<file path="config.mk">
export PLATFORM = sky130hd
export DESIGN_NAME = decode_stage
export DESIGN_NICKNAME = d
export VERILOG_FILES = /design/src/rtl/decode_stage.sv
export SDC_FILE = /design/constraint.sdc
export NUM_CORES = 1
export LEC_CHECK = 0
export CAP_MARGIN = 20
export CORE_AREA = 2 2 102 104
export DETAILED_ROUTE_END_ITERATION = 16
export DIE_AREA = 0 0 104 106
export PLACE_DENSITY = 0.75
export SYNTH_ARGS = -nofsm -noshare
export SYNTH_HDL_FRONTEND = slang
export SYNTH_SLANG_ARGS = --single-unit
</file>
<file path="constraint.sdc">
create_clock -name clk -period 2.7 [get_ports clk]
set_clock_uncertainty 0.2 [all_clocks]
set_input_delay 0.81 -clock clk [delete_from_list [all_inputs] [get_ports clk]]
set_output_delay 0.81 -clock clk [all_outputs]
set_load 0.02 [all_outputs]
</file>
<file path="src/rtl/decode_stage.sv">
// RV32I decode stage: combinational decode of the fetched word into a
// micro-op, registered with stall/flush control toward execute.

package riscv_uop_pkg;

    typedef struct packed {
        logic [4:0]  rd;
        logic [4:0]  rs1;
        logic [4:0]  rs2;
        logic [31:0] imm;
        logic [3:0]  alu_op;
        logic [1:0]  src_a_sel;
        logic        src_b_sel;
        logic        rd_we;
        logic        mem_rd;
        logic        mem_wr;
        logic [1:0]  mem_size;
        logic        mem_unsigned;
        logic        branch;
        logic [2:0]  br_funct3;
        logic        jal;
        logic        jalr;
        logic        fence;
        logic        ecall;
        logic        ebreak;
        logic        illegal;
    } uop_t;

    localparam logic [3:0] ALU_ADD    = 4'd0;
    localparam logic [3:0] ALU_SUB    = 4'd1;
    localparam logic [3:0] ALU_SLL    = 4'd2;
    localparam logic [3:0] ALU_SLT    = 4'd3;
    localparam logic [3:0] ALU_SLTU   = 4'd4;
    localparam logic [3:0] ALU_XOR    = 4'd5;
    localparam logic [3:0] ALU_SRL    = 4'd6;
    localparam logic [3:0] ALU_SRA    = 4'd7;
    localparam logic [3:0] ALU_OR     = 4'd8;
    localparam logic [3:0] ALU_AND    = 4'd9;
    localparam logic [3:0] ALU_PASS_B = 4'd10;

    localparam logic [1:0] SRC_A_RS1  = 2'd0;
    localparam logic [1:0] SRC_A_PC   = 2'd1;
    localparam logic [1:0] SRC_A_ZERO = 2'd2;

    localparam logic [6:0] OPC_LUI    = 7'b0110111;
    localparam logic [6:0] OPC_AUIPC  = 7'b0010111;
    localparam logic [6:0] OPC_JAL    = 7'b1101111;
    localparam logic [6:0] OPC_JALR   = 7'b1100111;
    localparam logic [6:0] OPC_BRANCH = 7'b1100011;
    localparam logic [6:0] OPC_LOAD   = 7'b0000011;
    localparam logic [6:0] OPC_STORE  = 7'b0100011;
    localparam logic [6:0] OPC_OPIMM  = 7'b0010011;
    localparam logic [6:0] OPC_OP     = 7'b0110011;
    localparam logic [6:0] OPC_MISC   = 7'b0001111;
    localparam logic [6:0] OPC_SYSTEM = 7'b1110011;

endpackage

module decode_stage
    import riscv_uop_pkg::*;
(
    input  logic        clk,
    input  logic        rst_n,
    input  logic        i_if_valid,
    input  logic [31:0] i_if_pc,
    input  logic [31:0] i_if_instr,
    input  logic        i_stall,
    input  logic        i_flush,
    output logic        o_dec_valid,
    output uop_t        o_uop,
    output logic [31:0] o_dec_pc,
    output logic        o_stall_to_if
);

    logic [31:0] instr;
    logic [6:0]  opcode;
    logic [2:0]  funct3;
    logic [6:0]  funct7;
    logic        f7_zero;
    logic        f7_alt;

    logic [31:0] imm_i;
    logic [31:0] imm_s;
    logic [31:0] imm_b;
    logic [31:0] imm_u;
    logic [31:0] imm_j;

    logic is_lui;
    logic is_auipc;
    logic is_jal;
    logic is_jalr;
    logic is_branch;
    logic is_load;
    logic is_store;
    logic is_opimm;
    logic is_op;
    logic is_misc;
    logic is_system;

    uop_t dec;
    logic bad;
    logic writes;

    assign instr   = i_if_instr;
    assign opcode  = instr[6:0];
    assign funct3  = instr[14:12];
    assign funct7  = instr[31:25];
    assign f7_zero = (funct7 == 7'b0000000);
    assign f7_alt  = (funct7 == 7'b0100000);

    assign imm_i = {{20{instr[31]}}, instr[31:20]};
    assign imm_s = {{20{instr[31]}}, instr[31:25], instr[11:7]};
    assign imm_b = {{19{instr[31]}}, instr[31], instr[7],
                    instr[30:25], instr[11:8], 1'b0};
    assign imm_u = {instr[31:12], 12'b0};
    assign imm_j = {{11{instr[31]}}, instr[31], instr[19:12],
                    instr[20], instr[30:21], 1'b0};

    // Full 7-bit compares, so a word with instr[1:0] != 2'b11 matches none
    assign is_lui    = (opcode == OPC_LUI);
    assign is_auipc  = (opcode == OPC_AUIPC);
    assign is_jal    = (opcode == OPC_JAL);
    assign is_jalr   = (opcode == OPC_JALR);
    assign is_branch = (opcode == OPC_BRANCH);
    assign is_load   = (opcode == OPC_LOAD);
    assign is_store  = (opcode == OPC_STORE);
    assign is_opimm  = (opcode == OPC_OPIMM);
    assign is_op     = (opcode == OPC_OP);
    assign is_misc   = (opcode == OPC_MISC);
    assign is_system = (opcode == OPC_SYSTEM);

    always_comb begin
        dec     = '0;
        dec.rd  = instr[11:7];
        dec.rs1 = instr[19:15];
        dec.rs2 = instr[24:20];
        bad     = 1'b0;
        writes  = 1'b0;

        unique case (1'b1)
            is_lui: begin
                dec.imm       = imm_u;
                dec.src_b_sel = 1'b1;
                dec.alu_op    = ALU_PASS_B;
                writes        = 1'b1;
            end
            is_auipc: begin
                dec.imm       = imm_u;
                dec.src_a_sel = SRC_A_PC;
                dec.src_b_sel = 1'b1;
                dec.alu_op    = ALU_ADD;
                writes        = 1'b1;
            end
            is_jal: begin
                dec.imm       = imm_j;
                dec.src_a_sel = SRC_A_PC;
                dec.src_b_sel = 1'b1;
                dec.alu_op    = ALU_ADD;
                dec.jal       = 1'b1;
                writes        = 1'b1;
            end
            is_jalr: begin
                dec.imm       = imm_i;
                dec.src_a_sel = SRC_A_PC;
                dec.src_b_sel = 1'b1;
                dec.alu_op    = ALU_ADD;
                dec.jalr      = 1'b1;
                writes        = 1'b1;
                bad           = (funct3 != 3'b000);
            end
            is_branch: begin
                dec.imm       = imm_b;
                dec.alu_op    = ALU_SUB;
                dec.branch    = 1'b1;
                dec.br_funct3 = funct3;
                bad           = (funct3 == 3'b010) || (funct3 == 3'b011);
            end
            is_load: begin
                dec.imm          = imm_i;
                dec.src_b_sel    = 1'b1;
                dec.alu_op       = ALU_ADD;
                dec.mem_rd       = 1'b1;
                dec.mem_size     = funct3[1:0];
                dec.mem_unsigned = funct3[2];
                writes           = 1'b1;
                bad = (funct3 == 3'b011) || (funct3 == 3'b110) ||
                      (funct3 == 3'b111);
            end
            is_store: begin
                dec.imm       = imm_s;
                dec.src_b_sel = 1'b1;
                dec.alu_op    = ALU_ADD;
                dec.mem_wr    = 1'b1;
                dec.mem_size  = funct3[1:0];
                bad           = funct3[2] || (funct3[1:0] == 2'b11);
            end
            is_opimm: begin
                dec.imm       = imm_i;
                dec.src_b_sel = 1'b1;
                writes        = 1'b1;
                case (funct3)
                    3'b000:  dec.alu_op = ALU_ADD;
                    3'b010:  dec.alu_op = ALU_SLT;
                    3'b011:  dec.alu_op = ALU_SLTU;
                    3'b100:  dec.alu_op = ALU_XOR;
                    3'b110:  dec.alu_op = ALU_OR;
                    3'b111:  dec.alu_op = ALU_AND;
                    3'b001: begin
                        dec.alu_op = ALU_SLL;
                        bad        = !f7_zero;
                    end
                    default: begin
                        dec.alu_op = f7_alt ? ALU_SRA : ALU_SRL;
                        bad        = !(f7_zero || f7_alt);
                    end
                endcase
            end
            is_op: begin
                writes = 1'b1;
                bad    = !f7_zero;
                case (funct3)
                    3'b000: begin
                        dec.alu_op = f7_alt ? ALU_SUB : ALU_ADD;
                        bad        = !(f7_zero || f7_alt);
                    end
                    3'b001:  dec.alu_op = ALU_SLL;
                    3'b010:  dec.alu_op = ALU_SLT;
                    3'b011:  dec.alu_op = ALU_SLTU;
                    3'b100:  dec.alu_op = ALU_XOR;
                    3'b101: begin
                        dec.alu_op = f7_alt ? ALU_SRA : ALU_SRL;
                        bad        = !(f7_zero || f7_alt);
                    end
                    3'b110:  dec.alu_op = ALU_OR;
                    default: dec.alu_op = ALU_AND;
                endcase
            end
            is_misc: begin
                dec.fence = 1'b1;
            end
            is_system: begin
                dec.ecall  = (instr == 32'h0000_0073);
                dec.ebreak = (instr == 32'h0010_0073);
                bad        = !(dec.ecall || dec.ebreak);
            end
            default: bad = 1'b1;
        endcase

        if (instr[1:0] != 2'b11)
            bad = 1'b1;

        dec.illegal = bad;
        dec.rd_we   = writes && !bad && (dec.rd != 5'd0);
        // Illegal words still flow downstream but must have no side effects
        if (bad) begin
            dec.mem_rd = 1'b0;
            dec.mem_wr = 1'b0;
            dec.branch = 1'b0;
            dec.jal    = 1'b0;
            dec.jalr   = 1'b0;
            dec.fence  = 1'b0;
            dec.ecall  = 1'b0;
            dec.ebreak = 1'b0;
        end
    end

    assign o_stall_to_if = i_stall & ~i_flush;

    always_ff @(posedge clk) begin
        if (rst_n) begin
            o_dec_valid <= 1'b0;
            o_uop       <= '0;
            o_dec_pc    <= '0;
        end else if (i_flush) begin
            o_dec_valid <= 1'b0;
        end else if (!i_stall) begin
            o_dec_valid <= i_if_valid;
            if (i_if_valid) begin
                o_uop    <= dec;
                o_dec_pc <= i_if_pc;
            end
        end
    end

endmodule

</file>
==> impl_results.md, run 1 <==
* CTS Buf Count at 9
* Rows at 37
* Clock Tree Root: clkbuf_8
* Syn Area/Cell at roughly 8.4 um^2
* FMAX at approximately 0.38 GHz
* CP max FO at 2
* Routed WL at approximately 14 mm
* Count of cell types in the netlist at 67
* Synthesized net count at around 570
* Initial core utilization at 0.421
* FF+latch count, synth at between 100 and 150
* Fraction of layout cells with a size suffix above 1 at 0.176
* Hold endpoint: o_uop[13]
* Top Ports at 173
* Yosys warning total at 0
* Main synth FF type: dfxtp_1
* P_int at roughly 2.2 mW
* Hold Slack at around 260 ps
* CTS max path bufs at 2
* Wirelength per Cell at about 16 um
* Max cap viols at 0
* Synthesized area at ~4200 um^2
* Post-CTS Setup Repair Bufs at 0
* Worst Reg-to-Reg Cells at 1
* Routability cong. at 0.890
* Outcome: complete, no violations
* Buffers on Ports at 171
* Clk pwr share at 0.325
* CP max-delay cell: clkdlybuf4s50_1
* WP data required at 1690 ps
* # DRC at 0
* Post-synthesis sequential area ratio at 0.485
* Switching part of the total at 0.264
* Number of antenna violations at the first check in global routing at 0
* Final period utilization at 0.979
* CP peak stage delay at ~500 ps
* GR Overflow Total at 0
* CTS tree: built
* WP data arrival at between 1500 and 2000 ps
* Sink Count at slightly above 100
* CP Class: in2out
* Clock transition at the registers of the reported paths at around 90 ps
* Iter 0 DRT Violations at around 250
* Cell Pwr Density at roughly 440 nW/um^2
* Max VDD drop at roughly 250 uV
* Antenna viol nets, final at 0
* Die Wd at 104 um
* Max Slew Vio Count at 0
* Hold Crit Class: reg2reg
* Core area at 10000 um^2
* Fill count at about 850
* Vias in the first global route at 4534
* Die Footprint at around 11000 um^2
* H-tree Lvls at 3
* Global-route wire length before repair at between 20 and 25 mm
* Hold path startpoint: o_uop[13]
* Startpoint Class: input pin
* FFs w/ async S/R, synth at 0
* Via density at between 5 and 6
* Leak Pwr at approximately 2.5 nW
* Largest net degree at the start of global routing at between 40 and 50
* Fin nets at ~810
* Gate Count Post-Synth at about 500
* Sequential power share at 0.513
* Die Ht at 106 um
* Reg2reg end: o_uop[38]
* Logic pwr share at 0.162
* RSZ-0062 raised after global routing: no
* Most frequent cells in the layout: clkdlybuf4s50_1 (168), nand2_1 (123), dfxtp_1 (102)
* CP Capture Type: output port
* Fin. Hold Viols at 0
* N_diodes at 0
* DRT Pass-1 Iters at 5
* Final setup fails at 0
* Total GRT Usage at 0.255
* Number of synthesized flops with an enable pin at 0
* Reg2reg start: o_uop[38]
* P_sw at about 0.8 mW
* Post-layout util at 0.684
* Clk_lat worst skew at 380 ps
* Post-layout min period at between 2000 and 3000 ps
* Area growth from synthesis to layout at 62.4%
* Fin Setup TNS at 0 ps
* Ordered cell list for the critical path: clkdlybuf4s50_1 > nor2b_2 > buf_4
* Hold path cells at 2
* Reg-to-reg slack, setup at 1730 ps
* Vias post-DR at between 4000 and 5000
* Most common cell after layout, fill and taps aside: clkdlybuf4s50_1
* Hpwl dp at between 10 and 15 mm
==> cells by family after synthesis <==
kind of cell           Yosys count  share of synthesized area
multiplexers                     1                    0.00238
other                            1                   0.000891
flip-flops                     102                      0.485
AND/OR/NAND/NOR                213                      0.238
buffers and inverters           40                     0.0422
AO/OA/AOI/OAI                  146                      0.230
XOR/XNOR                         1                    0.00208
==> critical path: cells and delay by family <==
family	cells	cell delay, ps
AND/OR/NAND/NOR	1	170
buffers and inverters	2	660
==> state kept, by name (all words and copies together), names as in the netlist <==
signal	flops
o_dec_pc	32
o_dec_valid	1
o_uop	69
==> repair_timing <==
item                       4_1_cts  5_1_grt
gates resized for setup          5        5
hold buffers                     0        0
setup endpoints to repair        1        7
==> metrics by stage <==
step | instance area [um^2] | worst slack, ps | cells | power, mW
finish | 6840 | 57.4 | 880 | 3.02
global placement | 6620 | -415 | 864 | 2.06
floorplan | 4210 | 430 | 504 | 1.77
detailed placement | 6620 | -436 | 864 | 2.07
CTS | 6810 | 9.99 | 880 | 3.04
global route | 6840 | 18.5 | 880 | 3.14
==> layer usage <==
layer	global-route usage	vias to the layer above	routed length [um]
met5	0	-	0
met4	0.0840	0	269
met3	0.0791	24	1110
met2	0.444	185	6810
met1	0.301	2156	5970
li1	-	2236	-
==> worst max path at each step <==
stage | start | to | slack, ps | depth (start not counted)
5_1_grt | i_if_instr[3] | o_uop[35] | 20 | 6
3_5_place_dp | i_stall | o_stall_to_if | -440 | 3
2_1_floorplan | i_if_instr[14] | o_uop[0] | 430 | 5
6_report | i_stall | o_stall_to_if | 60 | 3
3_3_place_gp | i_stall | o_stall_to_if | -410 | 3
4_1_cts | i_stall | o_stall_to_if | 10 | 3
==> Yosys cell counts (7+ instances only) <==
cell type | count | area share
nand2_1 | 124 | 0.11
buf_2 | 7 | 0.0083
nor3_1 | 7 | 0.0083
a221o_1 | 8 | 0.019
nor2_1 | 33 | 0.029
buf_1 | 10 | 0.0089
a22oi_1 | 18 | 0.032
dfxtp_1 | 102 | 0.49
nand3_1 | 10 | 0.012
a22o_1 | 7 | 0.015
a21oi_1 | 76 | 0.090
clkbuf_1 | 16 | 0.014
==> power groups by stage <==
stage / Clock, mW / Sequential (mW) / Combinational [mW]
after floorplan: 0 / 1.62 / 0.145
after global placement: 0 / 1.58 / 0.476
after detailed placement: 0 / 1.59 / 0.483
after CTS: 1.00 / 1.55 / 0.486
after global routing: 1.06 / 1.55 / 0.523
final: 0.983 / 1.55 / 0.489
==> cell type report <==
| type | count | area [um^2] | share of cell area |
|---|---|---|---|
| flip-flops and latches | 102 | 2040 | 0.299 |
| clock buffers | 10 | 128 | 0.0187 |
| clock inverters | 6 | 68.8 | 0.0101 |
| well taps | 136 | 170 | 0.0249 |
| inverters | 4 | 15.0 | 0.00220 |
| multi-input cells | 362 | 2010 | 0.294 |
| repair buffers | 260 | 2400 | 0.351 |
Note: power is estimated with default switching activity, not from simulation.
==> run 2, diff against run 1 <==
==> constraint.sdc (replaced) <==
create_clock -name clk -period 2.8 [get_ports clk]
set_clock_uncertainty 0.2 [all_clocks]
set_input_delay 0.84 -clock clk [delete_from_list [all_inputs] [get_ports clk]]
set_output_delay 0.84 -clock clk [all_outputs]
set_load 0.02 [all_outputs]
==> run 2 against run 1 <==
  * Clock-buffer cell count decreased by 1
  * Sequential share of layout area increased by 0.24 points
  * Critical path depth stayed put
  * Worst hold slack got worse by 0.84 ps
  * Clock power up 7%
  * Register-to-register slack gained 110 ps
  * Total power decreased by 0.62%
  * Final cell count down 1.0%
  * Via count decreased by 1.4%
  * Die area unchanged
  * Worst setup slack worse by 13 ps
  * Design area decreased by 0.79%
  * Largest cell class unchanged
  * Highest routed layer unchanged
==> impl_results.md, run 2 (same netlist as run 1, synthesis figures left out) <==
* Outcome: complete, no violations
* Fraction of layout cells with a size suffix above 1 at 0.163
* DRT Pass-1 Iters at 6
* Antenna viol nets, final at 0
* CTS Buf Count at 9
* Fin nets at about 800
* Clock Tree Root: clkbuf_8
* Routed WL at 13.9 mm
* Most common cell after layout, fill and taps aside: clkdlybuf4s50_1
* Total power at ~3 mW
* Post-layout util at 0.678
* RSZ-0062 raised after global routing: no
* GR Util met3 at 0.0742
* Die Ht at about 110 um
* CP max-delay cell: clkdlybuf4s50_1
* N_diodes at 0
* Rows at 37
* Met1 usage at 0.306
* Core area at about 10000 um^2
* Cell Pwr Density at around 440 nW/um^2
* Number of antenna violations at the first check in global routing at 0
* Startpoint Class: input pin
* Fin. Hold Viols at 0
* Max VDD drop at around 250 uV
* Vias in the first global route at 4439
* Sink Count at between 100 and 150
* Final setup fails at 0
* Die Wd at between 100 and 150 um
* Fin Setup TNS at 0 ps
* # DRC at 0
* Clk_lat worst skew at around 380 ps
* Clock transition at the registers of the reported paths at about 100 ps
* Largest register FFs at slightly below 70
* Total GRT Usage at 0.253
* Iter 0 DRT Violations at around 210
* CP Class: in2out
* Most frequent cells in the layout: clkdlybuf4s50_1 (169), nand2_1 (123), dfxtp_1 (102)
* Largest net degree at the start of global routing at 60
* H-tree Lvls at 3
* CTS tree: built
* Most Crowded Layer GR: met2
* Leak Pwr at ~2.5 nW
* Initial core utilization at 0.421
* Fill count at roughly 860
* Global-route wire length before repair at around 22 mm
* CP Capture Type: output port
* Via density at 5.21
* Regs by FF count: o_uop: 69 flops, o_dec_pc: 32 flops, o_dec_valid: 1 flops
* Ordered cell list for the critical path: clkdlybuf4s50_1 > nor2b_1 > buf_4
* Hold Crit Class: reg2reg
* CP max FO at 2
* Post-CTS Setup Repair Bufs at 0
* Buffers on Ports at 171
* Post-layout min period at about 2800 ps
* FMAX at ~0.36 GHz
* Max Slew Vio Count at 0
* Final period utilization at 0.984
* WP data required at 1760 ps
* Routing usage on met2 at 0.437
* Top Ports at about 170
* CP peak stage delay at between 500 and 600 ps
* Delay-heaviest family, CP: buffers and inverters
* Combined buffer and inverter count along the critical path at 2
* Wirelength per Cell at between 15 and 20 um
* WP data arrival at roughly 1700 ps
* Hold Slack at roughly 260 ps
* Area growth from synthesis to layout at 61.1%
* Reg with most FFs: o_uop
* Vias post-DR at around 4500
* Hpwl dp at roughly 11 mm
* Routability cong. at about 0.87
* Die Footprint at around 11000 um^2
* Max cap viols at 0
* CTS max path bufs at 2
* GR Overflow Total at 0
==> run 2: cell count changes in the layout (fill, tap and decap cells not counted), sizes merged <==
cell,previous run,this run
buf,91,82
bufinv,1,2
clkbuf,10,9
clkdlybuf4s50,168,169
clkinv,3,2
dlymetal6s2s,1,0
inv,6,7
==> run 2: cell type report <==
cell class                 count  area [um^2]  share of cell area
clock buffer                   9          124              0.0183
clock inverter                 7          103              0.0151
inverter                       4         15.0             0.00221
multi-input combinational    362         2000               0.295
sequential                   102         2040               0.301
tap                          136          170              0.0251
timing repair buffer         251         2330               0.344
==> run 2: worst paths after layout <==
| check | from | to | slack [ps] | cells after the start |
|---|---|---|---|---|
| max | i_stall | o_stall_to_if | 40 | 3 |
| min reg2reg | o_uop[27] | o_uop[27] | 260 | 2 |
| max reg2reg | o_uop[41] | o_uop[41] | 1840 | 1 |
| min | o_uop[27] | o_uop[27] | 260 | 2 |
==> run 2: where the power goes <==
part	switching [mW]	internal [mW]
Combinational	0.223	0.234
Clock	0.535	0.516
Sequential	0.0149	1.48
==> run 2: per-stage QoR <==
stage                     area [um^2]  std cells  worst slack (ps)
after floorplan                  4210        504               500
after global placement           6550        855              -375
after detailed placement         6550        855              -413
after CTS                        6770        871              25.1
after global routing             6780        871              18.2
final                            6780        871              44.2
==> run 2: routing by layer <==
| metal | share of wire | routed length [um] | vias to the layer above |
|---|---|---|---|
| li1 | - | - | 2216 |
| met1 | 0.42 | 5790 | 2114 |
| met2 | 0.49 | 6770 | 188 |
| met3 | 0.081 | 1130 | 17 |
| met4 | 0.016 | 219 | 0 |
| met5 | 0 | 0 | - |
==> run 2: what timing repair did <==
item                                    in CTS  in global routing
hold buffers                                 0                  0
resized for setup                            4                  2
endpoints found under the setup margin       1                  2
==> run 3, diff against run 2 <==
--- a/config.mk
+++ b/config.mk
@@ -10,6 +10,7 @@
 export DETAILED_ROUTE_END_ITERATION = 16
 export DIE_AREA = 0 0 104 106
 export PLACE_DENSITY = 0.75
+export REMOVE_ABC_BUFFERS = 1
 export SYNTH_ARGS = -nofsm -noshare
 export SYNTH_HDL_FRONTEND = slang
 export SYNTH_SLANG_ARGS = --single-unit
==> run 3 against run 2 <==
  * Sequential share of layout area is 0.26 points higher
  * Utilization is 0.59 points lower
  * Clock-buffer cell count stayed put
  * Routed wire length is 1.7% lower
  * Die area stayed put
  * Maximum frequency is 1.9% higher
  * Critical path depth stayed put
  * First-iteration DRC count is 8.0% higher
  * Design area is 0.87% lower
  * Highest routed layer unchanged
==> impl_results.md, run 3 (same netlist as run 1, synthesis figures left out) <==
* Outcome: complete, no violations
* Routability cong. at 0.914
* Most common cell after layout, fill and taps aside: clkdlybuf4s50_1
* Total GRT Usage at 0.241
* GR Overflow Total at 0
* Placed cells at about 850
* P_int at a little over 2 mW
* Fin. Hold Viols at 0
* Number of antenna violations at the first check in global routing at 0
* Fin nets at slightly below 800
* CTS max path bufs at 2
* Max VDD drop at roughly 300 uV
* RSZ-0062 raised after global routing: no
* N_diodes at 0
* Routed WL at between 10 and 15 mm
* Rows at 37
* # DRC at 0
* Routing usage on met2 at 0.423
* Most Crowded Layer GR: met2
* Vias post-DR at between 4000 and 5000
* Total power at 2.85 mW
* H-tree Lvls at 3
* Post-layout min period at ~2700 ps
* Logic pwr share at 0.160
* Antenna viol nets, final at 0
* Iter 0 DRT Violations at 230
* Global-route wire length before repair at 21.7 mm
* Startpoint Class: input pin
* CP max FO at 2
* Max Slew Vio Count at 0
* Via density at about 5.2
* Post-CTS Setup Repair Bufs at 0
* DRT Pass-1 Iters at 5
* Fraction of layout cells with a size suffix above 1 at 0.159
* Slew @ Worst Pin at around 650 ps
* CTS Buf Count at 9
* Largest net degree at the start of global routing at 84
* Switching part of the total at 0.277
* Die Ht at roughly 110 um
* Slew margin rel. at 0.565
* Final period utilization at 0.966
* Sink Count at 102
* Initial core utilization at 0.421
* CP Class: in2out
* CP Capture Type: output port
* Die Wd at 104 um
* Regs by FF count: o_uop: 69 flops, o_dec_pc: 32 flops, o_dec_valid: 1 flops
* Hold Slack at 257 ps
* P_sw at slightly below 0.8 mW
* Max cap viols at 0
* Area growth from synthesis to layout at 59.7%
* Clk_lat worst skew at between 300 and 400 ps
* Core area at 10000 um^2
* Non-Filler Instances at 867
* Largest register FFs at 69
* Wirelength per Cell at 15.8 um
* Reg with most FFs: o_uop
* CTS tree: built
* Final setup fails at 0
* Clock Tree Root: clkbuf_8
* Die Footprint at approximately 11000 um^2
* Cell Pwr Density at between 400 and 500 nW/um^2
* FMAX at ~0.37 GHz
* Clock transition at the registers of the reported paths at 90 ps
* Most frequent cells in the layout: clkdlybuf4s50_1 (169), nand2_1 (123), dfxtp_1 (102)
* Clk pwr share at 0.315
* WP data required at between 1500 and 2000 ps
* Top Ports at roughly 170
* WP data arrival at ~1700 ps
* Vias in the first global route at approximately 4400
* GR Util met3 at 0.0441
* Leak Pwr at about 2.4 nW
* Buffers on Ports at 171
* Hpwl dp at approximately 10 mm
* Hold Crit Class: reg2reg
* Met1 usage at 0.305
* Sequential power share at 0.525
## run 3: worst max-delay path, cell delays in order
cell,delay [ps]
clkdlybuf4s50_1,470
nor2b_1,160
buf_2,190
## run 3: stage by stage
stage	setup TNS (ps)	instance area (um^2)	utilization	setup WS [ps]
2_1_floorplan	-21390	4050	-	-666
3_3_place_gp	-6440	6530	0.653	-336
3_5_place_dp	-5260	6540	0.654	-337
4_1_cts	0	6720	0.672	95.6
5_1_grt	0	6720	0.672	42.8
6_report	0	6720	0.672	95.6
## run 3: routing by layer
metal,part of all wire,wire length [um]
met1,0.45,6200
met2,0.49,6650
met3,0.050,690
met4,0.0099,135
met5,0,0
## run 3: final cells by class
type	count	area, um^2
clock buffer	9	124
multi-input combinational	362	1990
inverter	4	15.0
clock inverter	7	66.3
timing repair buffer	247	2310
fill	871	3280
sequential	102	2040
tap	136	170
## run 3: what timing repair did
action | 4_1_cts | 5_1_grt
gates resized for setup | 4 | 0
hold buffers | 0 | 0
endpoints found under the setup margin | 1 | 0
## run 3: final timing paths
path	start	endpoint	slack, ps	cells past startpoint
worst min register to register	o_dec_pc[21]	o_dec_pc[21]	260	2
worst max register to register	o_uop[19]	o_uop[19]	1850	2
worst max-delay path	i_stall	o_stall_to_if	100	3
worst min-delay path	o_dec_pc[21]	o_dec_pc[21]	260	2
## run 3: power by group through the flow
stage / sequential, mW / clock, mW / combinational (mW)
4_1_cts: 1.49 / 0.917 / 0.455
3_3_place_gp: 1.53 / 0 / 0.446
5_1_grt: 1.50 / 0.963 / 0.485
2_1_floorplan: 1.56 / 0 / 0.103
6_report: 1.49 / 0.897 / 0.455
3_5_place_dp: 1.53 / 0 / 0.454
